===== src/rtl/exp_shifter_gen2.sv =====
// Block-exponent normaliser: IIR-averages the FFT block exponent, shifts I/Q by the
// correction with rounding/saturation, buffers into a FIFO. Optional: SAT_COUNT_EN.

module exp_shifter_gen2_lane #(
  parameter int DW        = 16,
  parameter int MAX_SHIFT = 7
) (
  input  logic              clk,
  input  logic              rst_n,
  input  logic [DW-1:0]     x,
  input  logic signed [5:0] shift,
  output logic [DW-1:0]     y,
  output logic              clip
);
  localparam int W = DW + MAX_SHIFT + 1;
  localparam logic signed [W-1:0] MAXV = {{(W-DW+1){1'b0}}, {(DW-1){1'b1}}};
  localparam logic signed [W-1:0] MINV = {{(W-DW+1){1'b1}}, {(DW-1){1'b0}}};

  logic signed [W-1:0] xw, rnd, wide, wide_q;
  logic [5:0] mag;

  // wide intermediate so left shifts and the round-half-up add never wrap
  always_comb begin
    xw  = W'($signed(x));
    mag = 6'(-shift);
    rnd = '0;
    if (shift[5]) begin
      rnd  = W'(1) <<< (mag - 6'd1);
      wide = (xw + rnd) >>> mag;
    end else begin
      wide = xw <<< shift;
    end
  end

  always_ff @(posedge clk or negedge rst_n) begin
    if (!rst_n) begin
      wide_q <= '0;
      y      <= '0;
      clip   <= 1'b0;
    end else begin
      wide_q <= wide;
      if (wide_q > MAXV) begin
        y    <= MAXV[DW-1:0];
        clip <= 1'b1;
      end else if (wide_q < MINV) begin
        y    <= MINV[DW-1:0];
        clip <= 1'b1;
      end else begin
        y    <= wide_q[DW-1:0];
        clip <= 1'b0;
      end
    end
  end
endmodule

module exp_shifter_gen2 #(
  parameter int DATA_WIDTH      = 16,
  parameter int BIN_WIDTH       = 7,
  parameter int EXP_WIDTH       = 5,
  parameter int MAX_SHIFT       = 7,
  parameter int HEAD_ROOM       = 2,
  parameter int FRAC_BITS       = 8,
  parameter int FIFO_ADDR_WIDTH = 5,
  localparam int TU = 1 + EXP_WIDTH + BIN_WIDTH
) (
  input  logic                    clk,
  input  logic                    sync_reset_n,
  input  logic                    s_axis_tvalid,
  input  logic [2*DATA_WIDTH-1:0] s_axis_tdata,
  input  logic [TU-1:0]           s_axis_tuser,
  input  logic                    s_axis_tlast,
  output logic                    s_axis_tready,
  input  logic [3:0]              alpha_shift,
  input  logic                    bypass,
  output logic                    m_axis_tvalid,
  output logic [2*DATA_WIDTH-1:0] m_axis_tdata,
  output logic [TU-1:0]           m_axis_tuser,
  output logic                    m_axis_tlast,
  input  logic                    m_axis_tready,
  output logic                    eob_tag,
  output logic signed [5:0]       cur_shift
`ifdef SAT_COUNT_EN
  ,
  input  logic                    sat_clr,
  output logic [15:0]             sat_count
`endif
);
  localparam int STAGES    = 3;
  localparam int NUM_LANES = 2;
  localparam int AVW       = EXP_WIDTH + FRAC_BITS + 1;
  localparam int DEPTH     = 1 << FIFO_ADDR_WIDTH;

  typedef struct packed {
    logic          last;
    logic [TU-1:0] user;
  } side_t;

  logic [STAGES:0] vld_pipe;
  logic take, wr, rd;
  logic [FIFO_ADDR_WIDTH:0] count;

  assign s_axis_tready = !(count >= (FIFO_ADDR_WIDTH+1)'(DEPTH - 6));
  assign take = s_axis_tvalid & s_axis_tready;

  // stage 1: capture beat plus the block-start controls
  logic [2*DATA_WIDTH-1:0] s1_data;
  side_t s1_side, s2_side, s3_side, s4_side;
  logic s1_byp;
  logic [3:0] s1_alpha;

  // stage 2: shift computation and exponent average
  logic signed [EXP_WIDTH-1:0] exp_s;
  logic signed [AVW:0] ef, avg_base, rnd, avg_next;
  logic signed [AVW-1:0] avg;
  logic signed [6:0] s_raw, s_clamp;
  logic signed [5:0] s_new, shift_reg, s2_shift;
  logic start, primed;
  logic [NUM_LANES-1:0][DATA_WIDTH-1:0] s2_data, y;
  logic [NUM_LANES-1:0] clip;

  always_comb begin
    exp_s    = s1_side.user[BIN_WIDTH +: EXP_WIDTH];
    start    = vld_pipe[0] && (s1_side.user[BIN_WIDTH-1:0] == '0);
    ef       = (AVW+1)'(exp_s) <<< FRAC_BITS;
    avg_base = primed ? (AVW+1)'(avg) : ef;
    rnd      = (avg_base + (AVW+1)'(1 << (FRAC_BITS-1))) >>> FRAC_BITS;
    s_raw    = 7'(exp_s) - 7'(rnd) - 7'(HEAD_ROOM);
    if (s_raw > 7'(MAX_SHIFT))       s_clamp = 7'(MAX_SHIFT);
    else if (s_raw < -7'(MAX_SHIFT)) s_clamp = -7'(MAX_SHIFT);
    else                             s_clamp = s_raw;
    s_new    = s1_byp ? '0 : 6'(s_clamp);
    avg_next = avg_base + ((ef - avg_base) >>> s1_alpha);
  end

  always_ff @(posedge clk or negedge sync_reset_n) begin
    if (!sync_reset_n) begin
      vld_pipe  <= '0;
      s1_data   <= '0;
      s1_side   <= '0;
      s1_byp    <= 1'b0;
      s1_alpha  <= '0;
      avg       <= '0;
      primed    <= 1'b0;
      shift_reg <= '0;
      s2_shift  <= '0;
      s2_data   <= '0;
      s2_side   <= '0;
      s3_side   <= '0;
      s4_side   <= '0;
    end else begin
      vld_pipe <= {vld_pipe[STAGES-1:0], take};
      if (take) begin
        s1_data  <= s_axis_tdata;
        s1_side  <= '{last: s_axis_tlast, user: s_axis_tuser};
        s1_byp   <= bypass;
        s1_alpha <= (alpha_shift > 4'd8) ? 4'd8 : alpha_shift;
      end
      if (start) begin
        shift_reg <= s_new;
        avg       <= AVW'(avg_next);
        primed    <= 1'b1;
      end
      s2_shift <= start ? s_new : shift_reg;
      s2_data  <= s1_data;
      s2_side  <= s1_side;
      s3_side  <= s2_side;
      s4_side  <= s3_side;
    end
  end

  assign cur_shift = shift_reg;

  // stages 3-4: per-component shift/round then saturate; lane 1 = I, lane 0 = Q
  for (genvar l = 0; l < NUM_LANES; l++) begin : g_lane
    exp_shifter_gen2_lane #(.DW(DATA_WIDTH), .MAX_SHIFT(MAX_SHIFT)) u_lane (
      .clk   (clk),
      .rst_n (sync_reset_n),
      .x     (s2_data[l]),
      .shift (s2_shift),
      .y     (y[l]),
      .clip  (clip[l])
    );
  end

  // first-word-fall-through output FIFO
  logic [2*DATA_WIDTH+TU:0] mem [DEPTH];
  logic [FIFO_ADDR_WIDTH-1:0] wr_ptr, rd_ptr;

  assign wr = vld_pipe[STAGES];
  assign rd = m_axis_tvalid & m_axis_tready;
  assign m_axis_tvalid = (count != '0);
  assign {m_axis_tlast, m_axis_tuser, m_axis_tdata} = mem[rd_ptr];
  assign eob_tag = m_axis_tuser[TU-1];

  always_ff @(posedge clk) begin
    if (wr) mem[wr_ptr] <= {s4_side.last, s4_side.user, y};
  end

  always_ff @(posedge clk or negedge sync_reset_n) begin
    if (!sync_reset_n) begin
      wr_ptr <= '0;
      rd_ptr <= '0;
      count  <= '0;
    end else begin
      if (wr) wr_ptr <= wr_ptr + 1'b1;
      if (rd) rd_ptr <= rd_ptr + 1'b1;
      case ({wr, rd})
        2'b10:   count <= count + 1'b1;
        2'b01:   count <= count - 1'b1;
        default: count <= count;
      endcase
    end
  end

`ifdef SAT_COUNT_EN
  logic [16:0] sat_sum;
  assign sat_sum = {1'b0, sat_count} + 17'({1'b0, clip[0] & wr} + {1'b0, clip[1] & wr});

  always_ff @(posedge clk or negedge sync_reset_n) begin
    if (!sync_reset_n)   sat_count <= '0;
    else if (sat_clr)    sat_count <= '0;
    else if (sat_sum[16]) sat_count <= 16'hFFFF;
    else                 sat_count <= sat_sum[15:0];
  end
`endif
endmodule


===== config.mk =====
export PLATFORM = sky130hd
export DESIGN_NAME = exp_shifter_gen2
export DESIGN_NICKNAME = d
export VERILOG_FILES = /design/src/rtl/exp_shifter_gen2.sv
export SDC_FILE = /design/constraint.sdc
export NUM_CORES = 2
export LEC_CHECK = 0
export CAP_MARGIN = 20
export CORE_UTILIZATION = 30
export CTS_CLUSTER_DIAMETER = 80
export DETAILED_ROUTE_END_ITERATION = 10
export PLACE_DENSITY = 0.49
export SETUP_SLACK_MARGIN = 0.2
export SKIP_CTS_REPAIR_TIMING = 1
export SLEW_MARGIN = 20
export SYNTH_ARGS = -nofsm -noshare
export SYNTH_HDL_FRONTEND = slang
export SYNTH_HIERARCHICAL = 1
export SYNTH_SLANG_ARGS = --single-unit

===== constraint.sdc =====
create_clock -name clk -period 5.6 [get_ports clk]
set_input_delay 1.4 -clock clk [delete_from_list [all_inputs] [get_ports clk]]
set_output_delay 1.4 -clock clk [all_outputs]
set_load 0.1 [all_outputs]

==> results.toml <==
[floorplanning]
die-area_um2 = 248800
die_w_um = 498.8
num_io_pins = 110
row_count = 182
fp.dieH_um = 498.8
core_area_um2 = 245700
start_util = 0.3013

[power]
swShare = 0.4129
seq_power_share = 0.338
powerDensity_nw_per_um2 = 667.9
p_int_w = 0.03401
p_comb_frac = 0.447
clkPwrFrac = 0.214
p_sw_w = 0.02392
leakage_nw = 29.25
vdd_drop_max_mv = 0.4620

[worst_setup_path]
path_class = "flop to output port"
startpoint_type = "flop"
startpoint = "rd_ptr[0]"
cp_max_fo = 23
critPathArrivalTime_ps = 3770
r2r_start = "s2_shift[0]"
crit_required_ps = 4200
worst_setup_path_end_kind = "output port"

[sta]
rsz0062_at_grt = "false"
tightestPinTransition_ps = 1170
tns_ps = 0
finalHoldViolCount = 0
setup_viol = 0
relSlewSlack = 0.2172
hold_slack_ps = 319.8
final.min_clock_period_ps = 5172
fin_crit_sh = 0.9235
maxSlewViolCount = 0
max_freq_ghz = 0.1934
clock_skew_ps = 97.43

[finish]
fillers = 23187
regArea_um2 = 50390
drive_gt1_frac = 0.2474
multi_input_area_um2 = 22890
syn_to_final_growth_pct = 17.16
final_nets = 4768

[clock_network]
clk-insertion-delay-late_ps = 860
numCtsBuffers = 186
path_clk_slew_ps = 60
tritoncts = "done"
numClockSinks = 1718
clockBufferDepth = 3
clockRootBuffer = "clkbuf_16"
h-tree-depth = 4

[logic_synthesis]
synth.avg_cell_area_um2 = 17.01
netlist_area_um2 = 74030
synth_nets = 4511
syn_inst = 4352
synth_warnings = 6

[flow_run]
max_cap_viol_count = 0

[route]
wl_per_cell_um = 25.96
vias = 41206
avgViaCountPerCell = 5.159
drc = 0
ant_nets = 0
drt_iter0_drc = 3568
wirelength_mm = 207.3
drtPass1Iterations = 6

[grt]
antenna_found_initial = 8
grt_start_max_net_pins = 100
grt_pass1_vias = 42289
overflow = 0
grtUsageTotal = 0.1656
grt_pass1_wl_mm = 301.9

[placed_design]
portBuffers = 109
detailed_place_hpwl_mm = 125.9
place_congestion = 0.8544

[hold_path]
min_path_type = "flop to flop"
min_from = "s3_side[10]"

[status]
outcome = "finished clean"
-- metal layers --
layer  up-vias  share of wire  track usage
met5         -              0            0
met2      1100           0.47       0.2634
met1     21934           0.46       0.2376
met3       270          0.046      0.02350
met4         0          0.021      0.04107
li1      17902              -            -
-- placed cells by master (no fill, tap or decap), types with 62 or more instances in the layout --
master        n
mux4_2      477
ha_1         96
inv_1        68
xnor2_1      62
edfxtp_1   1472
a21oi_1     179
mux2_2       71
dfrtp_1     234
nand2_1     344
buf_4       195
clkbuf_16   186
o21ai_0     141
nor2_1      232
-- sequential cells by signal, summed over array words and instances (netlist names), 6 cells and up --
name / flops
s2_side: 14
avg: 14
g_lane.u_lane/wide_q: 48
s3_side: 14
g_lane.u_lane/y: 32
s2_shift: 6
s4_side: 14
s1_data: 32
s2_data: 32
s1_side: 9
mem: 1472
count: 6
-- worst paths after layout --
kind | to | slack (ps) | cells after the start
worst max register to register | g_lane[1].u_lane/wide_q[1] | 510 | 18
max in group asynchronous | avg[4] | 3870 | 2
min in group asynchronous | s1_data[23] | 580 | 1
worst min register to register | s4_side[10] | 320 | 0
worst min-delay path | s4_side[10] | 320 | 0
worst max-delay path | m_axis_tdata[14] | 430 | 6
-- critical path, cell delays in order (launching register included) --
cell and delay, ps:
dfrtp_4 730, buf_12 320, buf_12 230, mux4_2 530
mux4_2 540, mux2_2 320, buf_4 240
-- stage by stage --
stage | utilization | area [um2] | total power [W] | setup slack (ps) | cells
after CTS | 0.3521 | 86510 | 0.05821 | 179.0 | 7971
after global placement | 0.3267 | 80280 | 0.04569 | 279.6 | 7630
after floorplan | - | 74160 | 0.03688 | 228.7 | 4352
after detailed placement | 0.3267 | 80280 | 0.04568 | 221.7 | 7630
final | 0.3530 | 86740 | 0.05794 | 428.4 | 7987
after global routing | 0.3530 | 86730 | 0.06087 | 191.7 | 7983
-- cell type report --
| type | count | area share |
|---|---|---|
| clock inverters | 104 | 0.01479 |
| repair buffers | 300 | 0.03347 |
| multi-input cells | 2329 | 0.2639 |
| clock buffers | 237 | 0.05714 |
| flip-flops and latches | 1718 | 0.5809 |
| inverters | 74 | 0.003231 |
| well taps | 3220 | 0.04645 |
| diodes | 5 | 0.0001443 |
-- power by group through the flow --
stage / clock network, W / registers, W / logic, W
6_report: 0.0124 / 0.0196 / 0.0259
5_1_grt: 0.0132 / 0.0199 / 0.0278
4_1_cts: 0.0127 / 0.0196 / 0.0259
3_5_place_dp: 0 / 0.0199 / 0.0258
3_3_place_gp: 0 / 0.0198 / 0.0259
2_1_floorplan: 0 / 0.0184 / 0.0185
No activity file was read; power rests on OpenSTA's default activity.
